[config.mk]
export PLATFORM = sky130hd
export DESIGN_NAME = fp_convert_arbiter_flat
export DESIGN_NICKNAME = d
export VERILOG_FILES = /design/src/rtl/fp_convert_arbiter_if.sv /design/src/rtl/fp_convert_arbiter.sv /design/src/flat_wrapper.sv
export SDC_FILE = /design/constraint.sdc
export NUM_CORES = 1
export LEC_CHECK = 0
export CAP_MARGIN = 15
export CELL_PAD_IN_SITES_DETAIL_PLACEMENT = 2
export CELL_PAD_IN_SITES_GLOBAL_PLACEMENT = 2
export CORE_UTILIZATION = 24
export CTS_CLUSTER_SIZE = 8
export DETAILED_ROUTE_END_ITERATION = 8
export HOLD_SLACK_MARGIN = 0.12
export PLACE_DENSITY_LB_ADDON = 0.1
export SLEW_MARGIN = 20
export SYNTH_ARGS = -nofsm -noshare
export SYNTH_HDL_FRONTEND = slang
export SYNTH_SLANG_ARGS = --single-unit
export TNS_END_PERCENT = 30
[constraint.sdc]
create_clock -name clk -period 4.1 [get_ports clk]
set_clock_uncertainty 0.1 [all_clocks]
set_input_delay 0.41 -clock clk [delete_from_list [all_inputs] [get_ports clk]]
set_output_delay 0.41 -clock clk [all_outputs]
set_load 0.005 [all_outputs]
[src/rtl/fp_convert_arbiter_if.sv]
// fp_convert_arbiter_if: requester bus (req/req_data/ack/result/result_id/busy) plus converter link (cv_d out, cv_s/cv_e/cv_f in)
interface fp_convert_arbiter_if #(parameter int NREQ = 4);
  localparam int IDW = $clog2(NREQ);
  logic [NREQ-1:0] req;
  logic [12*NREQ-1:0] req_data;
  logic [NREQ-1:0] ack;
  logic [7:0] result;
  logic [IDW-1:0] result_id;
  logic busy;
  logic [11:0] cv_d;
  logic cv_s;
  logic [2:0] cv_e;
  logic [3:0] cv_f;
  modport master (output req, req_data, cv_s, cv_e, cv_f, input ack, result, result_id, busy, cv_d);
  modport slave (input req, req_data, cv_s, cv_e, cv_f, output ack, result, result_id, busy, cv_d);
endinterface

[src/rtl/fp_convert_arbiter.sv]
// fp_convert_arbiter: round-robin share of one fpconverter; clk/rst plus bus (req,req_data in; ack,result,result_id,busy,cv_d out; cv_s,cv_e,cv_f in)
module fp_convert_arbiter #(
  parameter int NREQ = 4,
  parameter int CONV_LAT = 1
) (
  input logic clk,
  input logic rst,
  fp_convert_arbiter_if.slave bus
);
  localparam int IDW = $clog2(NREQ);
  localparam int CW = CONV_LAT > 1 ? $clog2(CONV_LAT) : 1;
  typedef enum logic [1:0] {IDLE, WAIT, DONE} state_t;
  state_t state;
  logic [IDW-1:0] ptr, gid, win, rid;
  logic [CW-1:0] cnt;
  logic [NREQ-1:0] ack;
  logic [7:0] result;
  logic [11:0] cv_d;
  always_comb begin
    win = '0;
    for (int k = NREQ - 1; k >= 0; k--)
      if (bus.req[(int'(ptr) + k) % NREQ]) win = IDW'((int'(ptr) + k) % NREQ);
  end
  always_ff @(posedge clk) begin
    if (rst) begin
      state <= IDLE;
      ack <= '0;
      result <= '0;
      rid <= '0;
      cv_d <= '0;
      ptr <= '0;
      gid <= '0;
      cnt <= '0;
    end else begin
      case (state)
        IDLE: if (|bus.req) begin
          cv_d <= bus.req_data[12*win +: 12];
          gid <= win;
          cnt <= CW'(CONV_LAT - 1);
          state <= WAIT;
        end
        WAIT: if (cnt != '0) cnt <= cnt - 1'b1;
        else begin
          result <= {bus.cv_s, bus.cv_e, bus.cv_f};
          rid <= gid;
          ack <= NREQ'(1) << gid;
          ptr <= gid == IDW'(NREQ - 1) ? '0 : gid + 1'b1;
          state <= DONE;
        end
        DONE: begin
          ack <= '0;
          state <= IDLE;
        end
        default: state <= IDLE;
      endcase
    end
  end
  assign bus.ack = ack;
  assign bus.result = result;
  assign bus.result_id = rid;
  assign bus.cv_d = cv_d;
  assign bus.busy = state != IDLE;
endmodule

[src/flat_wrapper.sv]
// flat-port wrapper written by rule: the top's interface ports become plain ports
module fp_convert_arbiter_flat 
#(
  parameter int NREQ = 4,
  parameter int CONV_LAT = 1
)
  (clk, rst, bus_req, bus_req_data, bus_cv_s, bus_cv_e, bus_cv_f, bus_ack, bus_result, bus_result_id, bus_busy, bus_cv_d);
  fp_convert_arbiter_if #(.NREQ(NREQ)) bus_i ();
  input logic clk;
  input logic rst;
  input wire logic [$bits(bus_i.req)-1:0] bus_req;
  input wire logic [$bits(bus_i.req_data)-1:0] bus_req_data;
  input wire logic [$bits(bus_i.cv_s)-1:0] bus_cv_s;
  input wire logic [$bits(bus_i.cv_e)-1:0] bus_cv_e;
  input wire logic [$bits(bus_i.cv_f)-1:0] bus_cv_f;
  output wire logic [$bits(bus_i.ack)-1:0] bus_ack;
  output wire logic [$bits(bus_i.result)-1:0] bus_result;
  output wire logic [$bits(bus_i.result_id)-1:0] bus_result_id;
  output wire logic [$bits(bus_i.busy)-1:0] bus_busy;
  output wire logic [$bits(bus_i.cv_d)-1:0] bus_cv_d;
  assign bus_i.req = bus_req;
  assign bus_i.req_data = bus_req_data;
  assign bus_i.cv_s = bus_cv_s;
  assign bus_i.cv_e = bus_cv_e;
  assign bus_i.cv_f = bus_cv_f;
  assign bus_ack = bus_i.ack;
  assign bus_result = bus_i.result;
  assign bus_result_id = bus_i.result_id;
  assign bus_busy = bus_i.busy;
  assign bus_cv_d = bus_i.cv_d;
  fp_convert_arbiter #(.NREQ(NREQ), .CONV_LAT(CONV_LAT)) u_core (.clk(clk), .rst(rst), .bus(bus_i));
endmodule
==> summary.txt <==
Detailed routing
  – Routed WL per cell: 15.6 um
  – DRC: 0
  – Post-Route WL: between 5000 and 6000 um
  – Initial DRT Pass Iterations: 3
  – Antenna Nets Post-Route: 0
  – Routed via count: 1702
  – Initial DRC count: 47
  – DR vias/cell: 4.65

Timing
  – Final Max Slew Viols: 0
  – Fin crit period: about 2.8 ns
  – Setup-failing EPs final: 0
  – RSZ-0062 raised after global routing: false
  – Worst slew margin: 0.384
  – FMAX: 361 MHz
  – Final hold vios: 0
  – Fin Setup TNS: 0 ns
  – Worst-Margin Slew: 0.920 ns
  – Final WS setup: between 1 and 1.5 ns
  – Period utilization: 0.676

Worst setup path
  – Reg2reg end: u_core.bus.cv_d[4]$_SDFFE_PP0P_
  – WP data required: 4.17 ns
  – Crit Path Class: in -> reg
  – Crit. End Element: register
  – Critical path's top delay family: compound AO/OA/AOI/OAI gates
  – WP data arrival: 2.84 ns
  – Critical-path maximum fanout: 26
  – CP Cell Sequence: clkdlybuf4s50_1 > inv_2 > a221o_2 > nand2_1 > mux2_2 > a221o_1
  – Critical-path top delay cell: clkdlybuf4s50_1
  – Bufs and invs on worst path: 2
  – Reg2Reg Depth: 5
  – RR Startpoint: u_core.ptr[1]$_SDFFE_PP0N_
  – Startpoint Class: input port
  – CP peak stage delay: about 0.55 ns
  – R2R setup slack: 1.65 ns

CTS
  – CTS tree: yes
  – Clock Latency Late Sink: 0.28 ns
  – CTS buffer count: 5
  – CTS Buffer Depth: 2
  – Post-CTS Setup Bufs: 0
  – Hold-fix buffers, CTS: 0
  – CTS sink count: 32
  – Reg clk slew, reported paths: around 0.070 ns
  – Cells resized by post-CTS repair: 0
  – CTS root buf: clkbuf_8
  – H-tree depth: 2

GRT
  – Pin count of the biggest net entering global routing: 27
  – Initial antenna violation count: 0
  – Total Routing Usage GR: 0.159
  – Number of global-route vias before repair: 1796
  – First-pass GRT wire length: 9220 um
  – Global route total overflow: 0

Pwr
  – PD cells: roughly 340 nW/um2
  – P_leak: 1.10 nW
  – Max rail drop VDD: 0.000144 V
  – Total power: 0.971 mW

Synthesis
  – FFs w/ async S/R, synth: 0
  – Mean Syn Cell Area: roughly 9.6 um2
  – Synth Warn #: 0
  – Top-area cell type share of the netlist area: 0.367
  – EDFF count, synth: 0
  – Distinct cells, synth: 32
  – Post-Syn Area: 1750 um2
  – Primary FF master, synth: dfxtp_1
  – #FFs+latches synth: 32
  – Top post-synthesis cells by area: dfxtp_1 37%, mux2i_1 7.4%, a221o_1 6.9%
  – Post-synth top area cell: dfxtp_1
  – Synthesized net count: 252
  – Seq/Total Area, Yosys: 0.367
  – Cells after synthesis: 182

Hold path
  – HP Start: u_core.bus.ack[2]$_SDFFE_PP0P_
  – Hold depth: 2
  – WHS Endpoint: u_core.bus.ack[2]$_SDFFE_PP0P_
  – Hold crit path type: reg -> reg

Run
  – Max-cap violations: 0

Layout
  – Multi-input logic area: 1020 um2
  – FILL cells: 785
  – Util after Layout: 0.411
  – Synth-to-layout area growth: 62.6%
  – Layout cells sized above 1: 0.0741
  – Antenna Diode Count: 0
  – Commonest non-fill, non-tap cell in the layout: clkdlybuf4s50_1
  – Most frequent cells in the layout: 88 x clkdlybuf4s50_1, 32 x dfxtp_1, 18 x nor2_1
  – Register Area: 641 um2
  – Final Cell Area: 2840 um2
  – Nets: about 340

Placed design
  – DP Area: 2710 um2
  – Dpl hpwl: 4260 um
  – Dpl ws: 1.00 ns
  – Placer Congestion: 0.717
  – PortBufs: 88

Floorplanning
  – Die X-Extent: 87.3 um
  – Io pins: between 80 and 90
  – Die Ht: ~87 um
  – Initial Utilization: 0.253
  – Core area: around 6900 um2
  – Cell Rows: 30
  – Die ar.: between 7000 and 8000 um2

Outcome
  – Status: finished, final reports clean
## synthesized netlist by cell type, types with 2 or more instances
cell type / count
nand2_1: 3
and3_1: 12
nand2b_1: 2
a221o_2: 2
nor2b_1: 5
mux2_1: 9
mux2_2: 3
ha_1: 8
a21boi_0: 10
nor2_1: 18
o21a_1: 12
dfxtp_1: 32
mux2i_1: 13
a21boi_1: 2
buf_2: 3
clkbuf_1: 5
o21ai_1: 2
a221o_1: 12
a21oi_1: 10
inv_1: 7
## worst register-to-register path: cells and delay by family (launching register included)
| family | cells | cell delay (ns) |
|---|---|---|
| flip-flops | 1 | 0.34 |
| multiplexers | 1 | 0.41 |
| AO/OA/AOI/OAI | 3 | 0.96 |
| AND/OR/NAND/NOR | 1 | 0.52 |
## power breakdown
group	switching (mW)	internal, mW
logic	0.107	0.165
registers	0.0192	0.343
clock network	0.123	0.215
total	0.249	0.722
## sequential cells by signal, indices dropped and copies added (netlist names)
register / flops
u_core.bus.ack: 4
u_core.ptr: 2
u_core.gid: 2
u_core.state: 2
u_core.bus.cv_d: 12
u_core.bus.result_id: 2
u_core.bus.result: 8
## area by class of cell
cell class | instances | share of cell area
Timing Repair Buffer | 91 | 0.318
Clock buffer | 7 | 0.0339
Tap cell | 96 | 0.0423
Clock inverter | 1 | 0.0106
Sequential cell | 32 | 0.226
Multi-Input combinational cell | 131 | 0.359
Inverter | 8 | 0.0106
## cells by family (layout without fill, tap and decap cells)
group           count (synthesis)  in the layout  synth area share
mux                            25             25             0.152
flops                          32             32             0.367
simple gates                   45             45             0.138
buf+inv                        19            107            0.0494
compound gates                 53             53             0.236
fa+ha+maj                       8              8            0.0573
## metrics by stage
stage | cells | hold WS [ns]
final | 366 | 0.370
after global routing | 366 | 0.404
after CTS | 366 | 0.380
after detailed placement | 358 | 0.370
after global placement | 358 | 0.361
after floorplan | 182 | 0.360
## worst max-delay path by stage
stage | to | cells after the start | startpoint
after global placement | u_core.bus.cv_d[4]$_SDFFE_PP0P_ | 6 | bus_req[3]
after global routing | u_core.bus.cv_d[4]$_SDFFE_PP0P_ | 6 | bus_req[3]
final | u_core.bus.cv_d[4]$_SDFFE_PP0P_ | 6 | bus_req[3]
after detailed placement | u_core.bus.cv_d[4]$_SDFFE_PP0P_ | 6 | bus_req[1]
after CTS | u_core.bus.cv_d[4]$_SDFFE_PP0P_ | 6 | bus_req[3]
after floorplan | u_core.bus.cv_d[4]$_SDFFE_PP0P_ | 6 | bus_req[3]
## layer usage
layer / wire [um] / global-route usage / vias to the layer above
met1: 2670 / 0.208 / 821
met4: 22 / 0.0358 / 0
met3: 266 / 0.0303 / 2
met5: 0 / 0 / -
li1: - / - / 829
met2: 2730 / 0.269 / 50
(Power assumes the default switching activity.)
